[src/rtl/ct_idu_rf_vsrc_oper_reg_if.sv]
// ---------------------------------------------------------------------------
// ct_idu_rf_vsrc_oper_reg_if
// Bundles the RF-stage vector operand signals between the RF issue side and
// the EX1 operand register.
//   master : RF issue / forwarding side (drives RF inputs, observes outputs)
//   slave  : ct_idu_rf_vsrc_oper_reg
// Signals:
//   rtu_yy_xx_flush            pipeline flush
//   rf_inst_vld                RF instruction valid
//   rf_srcv_vld[NSRC]          per-source used flags
//   rf_srcv_fwd_data[NSRC*DW]  per-source forward mux data
//   rf_srcv_no_fwd[NSRC]       per-source no-forward-hit flags
//   vrf_srcv_rdata[NSRC*DW]    VRF read data
//   vfpu_ex1_stall             EX1 back-pressure
//   rf_launch                  RF instruction moves to EX1 this cycle
//   rf_srcv_hold_vld[NSRC]     per-source captured-forward flags
//   ex1_inst_vld               EX1 valid
//   ex1_srcv_data[NSRC*DW]     EX1 operands
// ---------------------------------------------------------------------------
interface ct_idu_rf_vsrc_oper_reg_if #(
    parameter int unsigned NSRC = 3,
    parameter int unsigned DW   = 64
);
    logic                 rtu_yy_xx_flush;
    logic                 rf_inst_vld;
    logic [NSRC-1:0]      rf_srcv_vld;
    logic [NSRC*DW-1:0]   rf_srcv_fwd_data;
    logic [NSRC-1:0]      rf_srcv_no_fwd;
    logic [NSRC*DW-1:0]   vrf_srcv_rdata;
    logic                 vfpu_ex1_stall;
    logic                 rf_launch;
    logic [NSRC-1:0]      rf_srcv_hold_vld;
    logic                 ex1_inst_vld;
    logic [NSRC*DW-1:0]   ex1_srcv_data;

    modport master (
        output rtu_yy_xx_flush, rf_inst_vld, rf_srcv_vld, rf_srcv_fwd_data,
               rf_srcv_no_fwd, vrf_srcv_rdata, vfpu_ex1_stall,
        input  rf_launch, rf_srcv_hold_vld, ex1_inst_vld, ex1_srcv_data
    );

    modport slave (
        input  rtu_yy_xx_flush, rf_inst_vld, rf_srcv_vld, rf_srcv_fwd_data,
               rf_srcv_no_fwd, vrf_srcv_rdata, vfpu_ex1_stall,
        output rf_launch, rf_srcv_hold_vld, ex1_inst_vld, ex1_srcv_data
    );
endinterface

[src/rtl/ct_idu_rf_vsrc_oper_reg.sv]
// ---------------------------------------------------------------------------
// ct_idu_rf_vsrc_oper_reg
// RF-stage vector operand register. Per source selects held-forward >
// live-forward > VRF read data and registers it into the EX1 operand flops.
// Forward data is only valid in the producer's match cycle, so a forward hit
// seen while EX1 stalls RF is captured and held until launch.
// Ports:
//   forever_cpuclk  clock
//   cpurst_b        asynchronous reset, active-low
//   bus             ct_idu_rf_vsrc_oper_reg_if.slave (RF inputs, EX1 outputs)
// ---------------------------------------------------------------------------
module ct_idu_rf_vsrc_oper_reg #(
    parameter int unsigned NSRC = 3,
    parameter int unsigned DW   = 64
) (
    input  logic                          forever_cpuclk,
    input  logic                          cpurst_b,
    ct_idu_rf_vsrc_oper_reg_if.slave      bus
);

    localparam int unsigned BUS_W = NSRC * DW;

    typedef enum logic {
        HOLD_EMPTY = 1'b0,
        HOLD_HELD  = 1'b1
    } hold_state_e;

    hold_state_e         hold_state_q [NSRC];
    hold_state_e         hold_state_d [NSRC];
    logic [DW-1:0]       hold_data_q  [NSRC];
    logic [DW-1:0]       hold_data_d  [NSRC];
    logic                ex1_inst_vld_q;
    logic                ex1_inst_vld_d;
    logic [BUS_W-1:0]    ex1_srcv_data_q;
    logic [BUS_W-1:0]    ex1_srcv_data_d;

    logic                launch_c;
    logic [BUS_W-1:0]    oper_sel_c;
    logic [NSRC-1:0]     hold_vld_c;

    // RF moves to EX1 when valid, not back-pressured and not flushed
    assign launch_c = bus.rf_inst_vld & ~bus.vfpu_ex1_stall & ~bus.rtu_yy_xx_flush;

    // Per-source operand priority: held forward > live forward > VRF
    always_comb begin
        oper_sel_c = '0;
        hold_vld_c = '0;
        for (int n = 0; n < int'(NSRC); n++) begin
            hold_vld_c[n] = (hold_state_q[n] == HOLD_HELD);
            if (hold_state_q[n] == HOLD_HELD) begin
                oper_sel_c[n*DW +: DW] = hold_data_q[n];
            end else if (!bus.rf_srcv_no_fwd[n]) begin
                oper_sel_c[n*DW +: DW] = bus.rf_srcv_fwd_data[n*DW +: DW];
            end else begin
                oper_sel_c[n*DW +: DW] = bus.vrf_srcv_rdata[n*DW +: DW];
            end
        end
    end

    // Next state: per-source hold FSM and EX1 operand register
    always_comb begin
        for (int n = 0; n < int'(NSRC); n++) begin
            hold_state_d[n] = hold_state_q[n];
            hold_data_d[n]  = hold_data_q[n];
        end
        ex1_inst_vld_d  = ex1_inst_vld_q;
        ex1_srcv_data_d = ex1_srcv_data_q;

        for (int n = 0; n < int'(NSRC); n++) begin
            case (hold_state_q[n])
                HOLD_EMPTY: begin
                    // Launch needs !stall, so capture and launch are exclusive
                    if (bus.rf_inst_vld && bus.vfpu_ex1_stall && bus.rf_srcv_vld[n] &&
                        !bus.rf_srcv_no_fwd[n] && !bus.rtu_yy_xx_flush) begin
                        hold_state_d[n] = HOLD_HELD;
                        hold_data_d[n]  = bus.rf_srcv_fwd_data[n*DW +: DW];
                    end
                end
                HOLD_HELD: begin
                    // Later forward hits are the same preg/value: never overwrite
                    if (bus.rtu_yy_xx_flush || launch_c || !bus.rf_inst_vld) begin
                        hold_state_d[n] = HOLD_EMPTY;
                    end
                end
                default: hold_state_d[n] = HOLD_EMPTY;
            endcase
        end

        if (bus.rtu_yy_xx_flush) begin
            ex1_inst_vld_d = 1'b0;
        end else if (launch_c) begin
            ex1_inst_vld_d = 1'b1;
            // Unused sources keep their previous EX1 contents
            for (int n = 0; n < int'(NSRC); n++) begin
                if (bus.rf_srcv_vld[n]) begin
                    ex1_srcv_data_d[n*DW +: DW] = oper_sel_c[n*DW +: DW];
                end
            end
        end else if (!bus.vfpu_ex1_stall) begin
            ex1_inst_vld_d = 1'b0;
        end
    end

    // State registers
    always_ff @(posedge forever_cpuclk or negedge cpurst_b) begin
        if (!cpurst_b) begin
            for (int n = 0; n < int'(NSRC); n++) begin
                hold_state_q[n] <= HOLD_EMPTY;
                hold_data_q[n]  <= '0;
            end
            ex1_inst_vld_q  <= 1'b0;
            ex1_srcv_data_q <= '0;
        end else begin
            for (int n = 0; n < int'(NSRC); n++) begin
                hold_state_q[n] <= hold_state_d[n];
                hold_data_q[n]  <= hold_data_d[n];
            end
            ex1_inst_vld_q  <= ex1_inst_vld_d;
            ex1_srcv_data_q <= ex1_srcv_data_d;
        end
    end

    assign bus.rf_launch        = launch_c;
    assign bus.rf_srcv_hold_vld = hold_vld_c;
    assign bus.ex1_inst_vld     = ex1_inst_vld_q;
    assign bus.ex1_srcv_data    = ex1_srcv_data_q;

endmodule

[src/flat_wrapper.sv]
// flat-port wrapper written by rule: the top's interface ports become plain ports
module ct_idu_rf_vsrc_oper_reg_flat 
#(
    parameter int unsigned NSRC = 3,
    parameter int unsigned DW   = 64
)
  (forever_cpuclk, cpurst_b, bus_rtu_yy_xx_flush, bus_rf_inst_vld, bus_rf_srcv_vld, bus_rf_srcv_fwd_data, bus_rf_srcv_no_fwd, bus_vrf_srcv_rdata, bus_vfpu_ex1_stall, bus_rf_launch, bus_rf_srcv_hold_vld, bus_ex1_inst_vld, bus_ex1_srcv_data);
  ct_idu_rf_vsrc_oper_reg_if #(.NSRC(NSRC), .DW(DW)) bus_i ();
  input  logic forever_cpuclk;
  input  logic cpurst_b;
  input wire logic [$bits(bus_i.rtu_yy_xx_flush)-1:0] bus_rtu_yy_xx_flush;
  input wire logic [$bits(bus_i.rf_inst_vld)-1:0] bus_rf_inst_vld;
  input wire logic [$bits(bus_i.rf_srcv_vld)-1:0] bus_rf_srcv_vld;
  input wire logic [$bits(bus_i.rf_srcv_fwd_data)-1:0] bus_rf_srcv_fwd_data;
  input wire logic [$bits(bus_i.rf_srcv_no_fwd)-1:0] bus_rf_srcv_no_fwd;
  input wire logic [$bits(bus_i.vrf_srcv_rdata)-1:0] bus_vrf_srcv_rdata;
  input wire logic [$bits(bus_i.vfpu_ex1_stall)-1:0] bus_vfpu_ex1_stall;
  output wire logic [$bits(bus_i.rf_launch)-1:0] bus_rf_launch;
  output wire logic [$bits(bus_i.rf_srcv_hold_vld)-1:0] bus_rf_srcv_hold_vld;
  output wire logic [$bits(bus_i.ex1_inst_vld)-1:0] bus_ex1_inst_vld;
  output wire logic [$bits(bus_i.ex1_srcv_data)-1:0] bus_ex1_srcv_data;
  assign bus_i.rtu_yy_xx_flush = bus_rtu_yy_xx_flush;
  assign bus_i.rf_inst_vld = bus_rf_inst_vld;
  assign bus_i.rf_srcv_vld = bus_rf_srcv_vld;
  assign bus_i.rf_srcv_fwd_data = bus_rf_srcv_fwd_data;
  assign bus_i.rf_srcv_no_fwd = bus_rf_srcv_no_fwd;
  assign bus_i.vrf_srcv_rdata = bus_vrf_srcv_rdata;
  assign bus_i.vfpu_ex1_stall = bus_vfpu_ex1_stall;
  assign bus_rf_launch = bus_i.rf_launch;
  assign bus_rf_srcv_hold_vld = bus_i.rf_srcv_hold_vld;
  assign bus_ex1_inst_vld = bus_i.ex1_inst_vld;
  assign bus_ex1_srcv_data = bus_i.ex1_srcv_data;
  ct_idu_rf_vsrc_oper_reg #(.NSRC(NSRC), .DW(DW)) u_core (.forever_cpuclk(forever_cpuclk), .cpurst_b(cpurst_b), .bus(bus_i));
endmodule
[config.mk]
export PLATFORM = sky130hd
export DESIGN_NAME = ct_idu_rf_vsrc_oper_reg_flat
export DESIGN_NICKNAME = d
export VERILOG_FILES = /design/src/rtl/ct_idu_rf_vsrc_oper_reg_if.sv /design/src/rtl/ct_idu_rf_vsrc_oper_reg.sv /design/src/flat_wrapper.sv
export SDC_FILE = /design/constraint.sdc
export NUM_CORES = 1
export LEC_CHECK = 0
export BUFFER_PORTS_ARGS = -buffer_cell sky130_fd_sc_hd__buf_4
export CORE_AREA = 2 2 228 230
export DETAILED_ROUTE_END_ITERATION = 12
export DIE_AREA = 0 0 230 232
export GPL_TIMING_DRIVEN = 0
export MAX_ROUTING_LAYER = met4
export PLACE_DENSITY = 0.62
export SYNTH_ARGS = -nofsm -noshare
export SYNTH_HDL_FRONTEND = slang
export SYNTH_SLANG_ARGS = --single-unit
export TNS_END_PERCENT = 20
[constraint.sdc]
create_clock -name forever_cpuclk -period 1.5 [get_ports forever_cpuclk]
set_clock_uncertainty 0.2 [all_clocks]
set_input_delay 0 -clock forever_cpuclk [delete_from_list [all_inputs] [get_ports forever_cpuclk]]
set_output_delay 0 -clock forever_cpuclk [all_outputs]
set_load 0.005 [all_outputs]
---- Word level (Yosys, flattened, before mapping) ----
Cells that the tools add are included.
storage, ports and cells
  flip-flop bits (word level) ............. 388
  output and inout port bits .............. 197
  word-level logic and storage cells ...... 57
operators by class
  eq/ne operators ......................... 1
  mux-type cells .......................... 16
  bitwise operators ....................... 7
  reductions and logical operators ........ 23
operators by type and width
  cell                  count
  $mux W64              6
  $logic_and A1 B1 Y1   10
  $reduce_and A3 Y1     3
  $mux W1               7
  $pmux W1 S2           3
  $reduce_and A2 Y1     3
  $logic_not A1 Y1      5
  $not A1 Y1            5
  $ne A3 B2 Y1 const B  1
  $and A1 B1 Y1         2
  $logic_or A1 B1 Y1    2

---- Longest topological paths before layout ----
Gate-level depths: netlist of run 1.
  word-level depth ........................ 7
  depth in mapped cells ................... 7

---- Worst setup path before layout of run 1 ----
No wires, ideal clock.
  kind .................................... reg-to-reg
  start ................................... register u_core.hold_state_q, in the netlist u_core.bus.rf_srcv_hold_vld[0]
  end ..................................... register u_core.hold_data_q[142] (netlist name)
  library setup time ...................... 0.127 ns
  arrival time ............................ 1.364 ns
  required time ........................... 1.173 ns
  slack ................................... -0.191 ns
  stages on the path, launching flop included .. 5
  buffers on the path ..................... 2
  clock period less this slack ............ 1.691 ns
  cells stage by stage .................... dfrtp_1 nor4_2 buf_4 buf_6 mux2_1
on the way
  word-level cells in the longest chain between the ends .. 2
ends and longest elaborated chain
  what                                RTL line                        RTL
  start, declared                     ct_idu_rf_vsrc_oper_reg.sv:28   hold_state_e hold_state_q [NSRC];
  start signal, assigned by index     ct_idu_rf_vsrc_oper_reg.sv:115  hold_state_q[n] <= hold_state_d[n];
  $not A1 Y1 (no source line)         --
  $reduce_and A2 Y1 (no source line)  --
  end signal, assigned by index       ct_idu_rf_vsrc_oper_reg.sv:116  hold_data_q[n] <= hold_data_d[n];
  end, declared                       ct_idu_rf_vsrc_oper_reg.sv:30   logic [DW-1:0] hold_data_q [NSRC];
No other way between the ends.
A chain may end at the register's enable or synchronous reset.

---- Worst setup path in the final report of run 1 ----
  start ................................... register u_core.hold_state_q, in the netlist u_core.bus.rf_srcv_hold_vld[0]
  end ..................................... register u_core.hold_data_q[187] (netlist name)
The elaborated chain is that of the path after synthesis.

==> results_dict.tcl, run 1 <==
set metrics [dict create \
    status "finished, violations left" \
    violations "hold timing, setup timing" \
    power.switching_mw 9.19 \
    worstSetupPathType "register to register" \
    post-route-period-util_pct 122 \
    power_density_mw_per_mm2 1060 \
    critPathTopFamily "buffers and inverters" \
    place_ws_ns -0.527 \
    synth_common_cells "dfrtp_1 (388), mux2_2 (286), nand2_1 (195)" \
    reg2reg_from "u_core.bus.rf_srcv_hold_vld[0]$_DFF_PN0_" \
    first_global_vias 18800 \
    h-tree-depth 2 \
    yosys_warnings 0 \
    cts.sinks 388 \
    cts.clk_slew.worst_paths_ns 0.06 \
    vias_per_cell 5.03 \
    coreArea_sq_mm 0.0509 \
    place.gp.congestion 0.869 \
    holdBufCountCts 488 \
    worst_slew_pin_slew_ns 0.713 \
    rsz0062_at_grt "yes" \
    numCtsBuffers 45 \
    synth_edf_count 0 \
    synth_cell_types 18 \
    crit_fanout 6 \
    stdcell_area_sq_mm 0.0318 \
    drt_iter0_drc 876 \
    die_y_um 232 \
    cp.depth 5 \
    synth-seq-area-share_pct 52.9 \
    hpwl_mm 46.4 \
    finalWirelength_mm 73.3 \
    clkLatencyLatePin_ns 0.57 \
    p_clk_share_pct 32.9 \
    crit_chain "nor4_4 -> buf_6 -> buf_12 -> clkbuf_16 -> mux2_4" \
    pwr-share-seq_pct 42.0 \
    dieArea_sq_mm 0.0534 \
    synth.most_common_cell "dfrtp_1" \
    antenna_found_initial 14 \
    cap_violations 0 \
    cp_slowest_cell "dfrtp_2" \
    drc 0 \
    final-setup-viol-count 306 \
    drv_slew 0 \
    max_stage_delay_ns 0.42 \
    overflow 0 \
    grt_max_degree 116 \
    final_nets 3029 \
    hold_viol 388 \
    fp.dieW_um 230 \
    period_minus_slack_ns 1.82 \
    grt_pass1_wl_mm 109 \
    cts_root_buf "clkbuf_16" \
    netlist.area_leader.share_pct 52.9 \
    worstSetupEndpointType "register" \
    areaGrowthSynthToFinish_pct 73.1 \
    syn_area_per_cell_sq_um 12.5 \
    min_path_type "primary input to asynchronous set/reset pin" \
    initial_core_util_pct 36.1 \
    slew_headroom_pct 52.5 \
    fmax_ghz 0.548 \
    async_flop_share_pct 100 \
    cts_tree "built" \
    p_leak_nw 14.5 \
    syn_area_sq_mm 0.0184 \
    swShare_pct 27.2 \
    clockBufferDepth 3 \
    drive_above_1_share_pct 43.7 \
    first_pass_iters 5 \
    p_int_mw 24.6 \
    syn_inst 1471 \
    avgRoutedWirePerCell_um 21.8 \
    syn_nets 1866 \
    worstSetupStartpointType "register" \
    fin_ws_ns -0.323 \
    ff2ff_path_depth 5 \
    row_count 83 \
    irDropWorstVdd_v 0.00138 \
    drtAntennaViolNets 0 \
    port-buffer-count 591 \
    arrival_ns 2.07 \
    vias 16900 \
    cp.required_ns 1.75 \
    synthTopCellsByArea "dfrtp_1 (53%), mux2_2 (18%), mux2i_1 (11%)" \
    holdWs_ns -0.769 \
    synth-seq-cells 388 \
    synth_top_area_cell "dfrtp_1" \
    combPwrFrac_pct 25.1 \
    critical_path_buf_inv_count 3 \
    ys.flop_type "dfrtp_1" \
    startpoint "u_core.bus.rf_srcv_hold_vld[0]$_DFF_PN0_" \
    ios 592 \
    post_dp_cell_area_sq_mm 0.0238 \
    grt_usage_pct 27.2 \
]
## what timing repair did
item,CTS,global route
buffers inserted,13,8
setup endpoints to repair,372,382
cloned,6,7
endpoints found under the hold margin,692,312
gates resized for setup,187,194
pin swaps,1,3
## power by group through the flow
stage	logic, mW	clock network (mW)	registers [mW]
3_5_place_dp	6.36	0	14.2
4_1_cts	7.86	11.3	14.0
3_3_place_gp	6.18	0	14.0
5_1_grt	9.11	11.7	14.4
6_report	8.49	11.1	14.2
2_1_floorplan	2.63	0	13.9
## cell type report
class	count	area, sq um
diodes	19	47.5
plain buffers	106	997
clock buffers	72	1400
clock inverters	9	83.8
fillers	3772	19100
multi-input cells	977	8750
flip-flops and latches	388	9710
well taps	680	851
repair buffers	1116	9960
## final timing paths
path / end / slack, ns
setup / recovery: u_core.hold_data_q[187]$_DFFE_PN0P_ / -0.32
hold / removal: u_core.hold_data_q[17]$_DFFE_PN0P_ / -0.77
setup reg to reg: u_core.hold_data_q[187]$_DFFE_PN0P_ / -0.32
hold reg to reg: u_core.bus.ex1_srcv_data[9]$_DFFE_PN0P_ / 0.28
max in group asynchronous: u_core.bus.ex1_srcv_data[127]$_DFFE_PN0P_ / 0.42
min in group forever_cpuclk: u_core.hold_data_q[66]$_DFFE_PN0P_ / -0.20
## cell usage in the layout (no fill, tap or decap), types with 2 or more instances in the layout
master / n
buf_4: 605
clkbuf_8: 13
clkinv_2: 4
buf_12: 30
buf_2: 29
buf_6: 14
mux2i_2: 10
inv_6: 2
dfrtp_2: 2
mux2i_4: 3
mux2i_1: 180
dfrtp_1: 386
o21ai_0: 119
clkbuf_2: 7
clkbuf_4: 7
dlygate4sd3_1: 487
nand2_1: 195
nand4bb_1: 3
buf_8: 4
diode_2: 19
clkbuf_1: 35
clkbuf_16: 54
mux2_2: 211
nor4_4: 3
o21ai_1: 72
buf_16: 8
mux2_1: 20
mux2_4: 153
a31o_2: 3
## per-layer routing
layer  vias to the layer above  GRT usage (%)  wire length, um
met4                         0           12.1             3230
met2                       624           45.3            36400
li1                       7575              -                -
met3                       200           6.03             4580
met1                      8535           31.4            29000
met5                         -              -                0
## stage by stage
stage / util, % / instances / power, mW / setup TNS, ns
6_report: 62.5 / 3367 / 33.8 / -62.05
5_1_grt: 62.5 / 3363 / 35.2 / -83.29
4_1_cts: 61.1 / 3333 / 33.1 / -60.50
3_5_place_dp: 46.7 / 2745 / 20.5 / -158.92
3_3_place_gp: 46.6 / 2742 / 20.2 / -1591.28
2_1_floorplan: - / 1471 / 16.6 / -28.35
## registers in the layout (all words and copies together), names as in the netlist
signal / cells
u_core.bus.ex1_inst_vld: 1
u_core.bus.ex1_srcv_data: 192
u_core.bus.rf_srcv_hold_vld: 3
u_core.hold_data_q: 192
## cells by family (layout without fill, tap and decap cells)
family / after synthesis / in the layout / share of synthesized area [%]
AOI/OAI and AO/OA: 195 / 195 / 5.37
buffers and inverters: 106 / 1303 / 3.21
DFF: 388 / 388 / 52.9
muxes: 577 / 577 / 34.1
other: 0 / 19 / 0
and+or+nand+nor: 205 / 205 / 4.50
(Power assumes the default switching activity.)
==> inputs of run 2 (changes only) <==
--- a/config.mk
+++ b/config.mk
@@ -5,13 +5,15 @@
 export SDC_FILE = /design/constraint.sdc
 export NUM_CORES = 1
 export LEC_CHECK = 0
+export ABC_AREA = 1
 export BUFFER_PORTS_ARGS = -buffer_cell sky130_fd_sc_hd__buf_4
-export CORE_AREA = 2 2 228 230
+export CORE_AREA = 2 2 233 235
 export DETAILED_ROUTE_END_ITERATION = 12
-export DIE_AREA = 0 0 230 232
+export DIE_AREA = 0 0 235 237
 export GPL_TIMING_DRIVEN = 0
 export MAX_ROUTING_LAYER = met4
-export PLACE_DENSITY = 0.62
+export PLACE_DENSITY = 0.63
+export RECOVER_POWER = 50
 export SYNTH_ARGS = -nofsm -noshare
 export SYNTH_HDL_FRONTEND = slang
 export SYNTH_SLANG_ARGS = --single-unit
==> results_dict.tcl, run 2 <==
set metrics [dict create \
    crit_fanout 8 \
    synth.most_common_cell "nand2_1" \
    violations "hold timing, setup timing" \
    holdBufCountCts 464 \
    ios 592 \
    fp.dieW_um 235 \
    crit_chain "buf_6 -> nor2_4 -> nand2_4 -> buf_12 -> clkbuf_16 -> nand2_1 -> nand2_1" \
    final_nets 4036 \
    yosys_warnings 0 \
    irDropWorstVdd_v 0.000932 \
    syn_nets 2923 \
    fin_ws_ns -0.0342 \
    grt_pass1_wl_mm 126 \
    power.total_mw 32.9 \
    power.switching_mw 9.56 \
    p_leak_nw 16.5 \
    clkLatencyLatePin_ns 0.58 \
    syn_area_per_cell_sq_um 7.76 \
    cts.clk_slew.worst_paths_ns 0.06 \
    synth-seq-area-share_pct 49.5 \
    synth_edf_count 0 \
    final-setup-viol-count 40 \
    combPwrFrac_pct 23.1 \
    synth_cell_types 19 \
    period_minus_slack_ns 1.53 \
    syn_area_sq_mm 0.0196 \
    cts.sinks 388 \
    gr-usage-met3_pct 4.59 \
    holdWs_ns -0.831 \
    post-route-period-util_pct 102 \
    worstSetupEndpointType "register" \
    dieArea_sq_mm 0.0557 \
    cap_violations 0 \
    syn_inst 2528 \
    mostFrequentLayoutCell "nand2_1" \
    areaGrowthSynthToFinish_pct 62.1 \
    layoutNonFillerInstCount 4387 \
    first_global_vias 22500 \
    worstSetupPathType "register to register" \
    h-tree-depth 2 \
    drc 0 \
    drv_slew 0 \
    cts_tree "built" \
    drive_above_1_share_pct 25.0 \
    pwr-share-seq_pct 42.2 \
    top_usage_layer "met2" \
    critical_path_buf_inv_count 3 \
    p_int_mw 23.3 \
    arrival_ns 1.80 \
    grt_usage_pct 29.2 \
    worstSetupStartpointType "register" \
    drtAntennaViolNets 0 \
    min_path_type "primary input to asynchronous set/reset pin" \
    use_met1_pct 35.7 \
    vias 22200 \
    clockBufferDepth 3 \
    status "finished, violations left" \
    cp.required_ns 1.77 \
    crit_top_cell "nand2_1" \
    critPathTopFamily "buffers and inverters" \
    drt_iter0_drc 1675 \
    hpwl_mm 56.5 \
    vias_per_cell 5.05 \
    p_clk_share_pct 34.8 \
    place.gp.congestion 0.941 \
    rsz0062_at_grt "yes" \
    slew_headroom_pct 33.8 \
    port-buffer-count 591 \
    fmax_ghz 0.652 \
    worst_slew_pin_slew_ns 0.993 \
    grt_max_degree 114 \
    initial_core_util_pct 36.8 \
    avgRoutedWirePerCell_um 18.6 \
    die_y_um 237 \
    max_stage_delay_ns 0.41 \
    reg2reg_from "u_core.bus.rf_srcv_hold_vld[1]$_DFF_PN0_" \
    finalWirelength_mm 81.5 \
    async_flop_share_pct 100 \
    swShare_pct 29.1 \
    overflow 0 \
    startpoint "u_core.bus.rf_srcv_hold_vld[1]$_DFF_PN0_" \
    cp_slowest_cell "dfrtp_1" \
    ys.flop_type "dfrtp_1" \
    first_pass_iters 8 \
    synth_common_cells "nand2_1 (1161), nand3_1 (577), dfrtp_1 (388)" \
    netlist.area_leader.share_pct 49.5 \
    synth-seq-cells 388 \
    power_density_mw_per_mm2 1030 \
    antenna_found_initial 14 \
    hold_viol 274 \
    dp.cells 3818 \
    layout_common_cells "nand2_1 (1128), nand3_1 (564), buf_4 (527)" \
    coreArea_sq_mm 0.0533 \
    synth_top_area_cell "dfrtp_1" \
    grt.met2_usage_pct 48.0 \
    cts_root_buf "clkbuf_16" \
    synthTopCellsByArea "dfrtp_1 (50%), nand2_1 (22%), nand3_1 (15%)" \
    numCtsBuffers 46 \
    row_count 85 \
]
run 2: layer usage:
metal | up-vias | share of wire, %
met5 | - | 0
met4 | 0 | 4.5
met1 | 10600 | 40
met3 | 234 | 6.7
met2 | 1001 | 49
li1 | 10300 | -
run 2: area by class of cell:
| class | instances | area (sq um) |
|---|---|---|
| Inverter | 13 | 51.3 |
| Antenna cell | 15 | 37.5 |
| Clock inverter | 15 | 135 |
| Fill cell | 4646 | 21500 |
| Buffer | 183 | 1700 |
| Tap cell | 696 | 871 |
| Multi-Input combinational cell | 1944 | 8750 |
| Timing Repair Buffer | 1065 | 9160 |
| Clock buffer | 68 | 1390 |
| Sequential cell | 388 | 9710 |
run 2: worst register-to-register path: cells and delay by family (launching register included):
kind                   cells  cell delay [ns]
buffers and inverters      3             0.47
and+or+nand+nor            4             0.35
DFF                        1             0.41
run 2: repair_timing:
item	in CTS	in global routing
buffers inserted	2	2
gates cloned	0	4
setup endpoints to repair	187	355
gates resized for setup	84	153
pin swaps	0	21
hold endpoints to repair	663	275
run 2: stage by stage:
| step | hold WS [ns] | setup slack, ns | area (sq um) | TNS (ns) | utilization, % |
|---|---|---|---|---|---|
| after CTS | -0.799 | -0.0298 | 31400 | -0.297 | 59.0 |
| after floorplan | -0.496 | 0.0784 | 19600 | 0 | - |
| after global routing | -0.767 | -0.105 | 31800 | -7.49 | 59.7 |
| after global placement | -0.0318 | -3.83 | 24900 | -1505.31 | 46.8 |
| after detailed placement | -0.175 | -0.481 | 25000 | -80.09 | 46.9 |
| final | -0.831 | -0.0342 | 31800 | -0.655 | 59.7 |
run 2: power by group through the flow:
stage	combinational, mW	clock, mW	sequential [mW]
2_1_floorplan	2.68	0	13.7
3_3_place_gp	6.40	0	13.9
3_5_place_dp	6.55	0	13.9
4_1_cts	7.59	11.6	13.8
5_1_grt	8.33	12.1	14.1
6_report	7.58	11.4	13.9
run 2: worst paths after layout:
kind                                                                  end  slack [ns]  cells past startpoint
worst max-delay path                  u_core.hold_data_q[109]$_DFFE_PN0P_       -0.03                      7
worst min-delay path            u_core.bus.ex1_srcv_data[133]$_DFFE_PN0P_       -0.83                      1
worst max register to register        u_core.hold_data_q[109]$_DFFE_PN0P_       -0.03                      7
worst min register to register        u_core.hold_data_q[186]$_DFFE_PN0P_        0.26                      2
max in group asynchronous       u_core.bus.ex1_srcv_data[106]$_DFFE_PN0P_        0.33                      3
min in group forever_cpuclk           u_core.hold_data_q[148]$_DFFE_PN0P_        0.01                      4
run 2: logic make-up (layout without fill, tap and decap cells):
| group | after synthesis | after routing | share of synthesized area [%] |
|---|---|---|---|
| and+or+nand+nor | 1940 | 1940 | 43.4 |
| DFF | 388 | 388 | 49.5 |
| buffers and inverters | 196 | 1344 | 6.96 |
| AOI/OAI and AO/OA | 4 | 4 | 0.102 |
| other | 0 | 15 | 0 |
==> inputs of run 3 (changes only) <==
==> constraint.sdc (replaced) <==
create_clock -name forever_cpuclk -period 1.5 [get_ports forever_cpuclk]
set_clock_uncertainty 0.2 [all_clocks]
set_input_delay 0.075 -clock forever_cpuclk [delete_from_list [all_inputs] [get_ports forever_cpuclk]]
set_output_delay 0.075 -clock forever_cpuclk [all_outputs]
set_load 0.005 [all_outputs]
==> results_dict.tcl, run 3 (synthesized netlist as in run 2, its figures left out) <==
set metrics [dict create \
    status "finished, violations left" \
    violations "hold timing, setup timing" \
    drt_iter0_drc 1694 \
    clkLatencyLatePin_ns 0.58 \
    post_dp_cell_area_sq_mm 0.0250 \
    worst_slew_pin_slew_ns 1.02 \
    h-tree-depth 2 \
    avgRoutedWirePerCell_um 18.5 \
    final_nets 3979 \
    min_path_type "primary input to asynchronous set/reset pin" \
    clockBufferDepth 3 \
    period_minus_slack_ns 1.52 \
    row_count 85 \
    finalWirelength_mm 80.2 \
    drv_slew 0 \
    post-route-period-util_pct 101 \
    worstSetupEndpointType "output port" \
    hold_viol 200 \
    top_layer "met4" \
    holdBufCountCts 406 \
    numCtsBuffers 46 \
    fmax_ghz 0.658 \
    cts.clk_slew.worst_paths_ns 0.06 \
    fin_ws_ns -0.0190 \
    antenna_found_initial 10 \
    drive_above_1_share_pct 25.7 \
    drtAntennaViolNets 0 \
    layout_common_cells "nand2_1 (1149), nand3_1 (565), buf_4 (561)" \
    cts_tree "built" \
    overflow 0 \
    cap_violations 0 \
    vias_per_cell 5.04 \
    coreArea_sq_mm 0.0533 \
    first_global_vias 22200 \
    p_leak_nw 16.4 \
    die_y_um 237 \
    holdWs_ns -0.757 \
    hpwl_mm 56.5 \
    vias 21800 \
    worstSetupPathType "register to output port" \
    initial_core_util_pct 36.8 \
    areaGrowthSynthToFinish_pct 58.9 \
    wl_met3_mm 4.85 \
    worstSetupStartpointType "register" \
    crit_fanout 2 \
    grt_max_degree 114 \
    wl_met2_mm 38.9 \
    cts.sinks 388 \
    cts_root_buf "clkbuf_16" \
    port-buffer-count 591 \
    place.gp.congestion 0.941 \
    cp.required_ns 1.22 \
    irDropWorstVdd_v 0.000920 \
    grt_pass1_wl_mm 124 \
    setup_tns_ns -0.0474 \
    ios 592 \
    fin_util_pct 58.5 \
    wl_met1_mm 33.2 \
    grt_usage_pct 28.8 \
    final-setup-viol-count 4 \
    dieArea_sq_mm 0.0557 \
    mostFrequentLayoutCell "nand2_1" \
    fp.dieW_um 235 \
    stdcell_area_sq_mm 0.0312 \
    place_ws_ns -0.481 \
    slew_headroom_pct 32.0 \
    arrival_ns 1.24 \
    drc 0 \
    power_density_mw_per_mm2 1050 \
    rsz0062_at_grt "yes" \
    first_pass_iters 5 \
]
run 3: cell types whose count changed in the layout (fill, tap and decap cells not counted), moves of 4 or more:
cell and delta:
dlygate4sd3_1 -57, buf_4 +34, clkbuf_1 -28, nand2_1 +21
clkbuf_4 -16, nand2_2 -16, clkbuf_2 +11, buf_6 +7
buf_8 -4, nand2_4 -4
run 3: per-stage QoR:
stage / total power, mW / hold WS, ns / cells
floorplan: 16.4 / -0.421 / 2528
global placement: 20.3 / 0.0432 / 3815
detailed placement: 20.5 / -0.0999 / 3818
CTS: 32.8 / -0.724 / 4309
global route: 34.3 / -0.704 / 4325
finish: 32.7 / -0.757 / 4328
run 3: area by class of cell:
cell class,instances,area (sq um)
diodes,13,32.5
fillers,4720,22100
clock buffers,68,1390
repair buffers,1008,8640
multi-input cells,1944,8660
inverters,13,51.3
well taps,696,871
plain buffers,183,1680
clock inverters,15,135
flip-flops and latches,388,9710
run 3: critical path, stage by stage (launching register included):
cell and delay (ns):
dfrtp_1 0.41, buf_6 0.15, buf_6 0.11
run 3: path summary, 6_finish.rpt:
path	start	endpoint	slack [ns]	cells past startpoint
min reg2reg	u_core.hold_data_q[60]$_DFFE_PN0P_	u_core.hold_data_q[60]$_DFFE_PN0P_	0.26	2
min in group forever_cpuclk	bus_rf_srcv_fwd_data[13]	u_core.hold_data_q[141]$_DFFE_PN0P_	0.09	4
min	cpurst_b	u_core.bus.ex1_srcv_data[133]$_DFFE_PN0P_	-0.76	1
max	u_core.bus.rf_srcv_hold_vld[2]$_DFF_PN0_	bus_rf_srcv_hold_vld[2]	-0.02	2
max reg2reg	u_core.bus.rf_srcv_hold_vld[2]$_DFF_PN0_	u_core.hold_data_q[36]$_DFFE_PN0P_	-0.01	7
max in group asynchronous	cpurst_b	u_core.bus.ex1_srcv_data[106]$_DFFE_PN0P_	0.26	3
run 3: report_power, final:
group          total, mW  switching [mW]  internal, mW
combinational       7.48            3.54          3.94
sequential          13.8            1.24          12.6
clock               11.4            4.68          6.73
total               32.7            9.46          23.3
run 3: per-layer routing:
layer	GRT usage (%)	vias up
met1	35.2	10500
met5	-	-
met4	12.9	0
met3	4.60	216
met2	47.0	961
li1	-	10200
run 3: timing repair:
item	4_1_cts	5_1_grt
buffers inserted	2	3
endpoints found under the setup margin	187	361
pin swaps	1	42
resized for setup	91	128
cloned	0	3
endpoints found under the hold margin	663	275
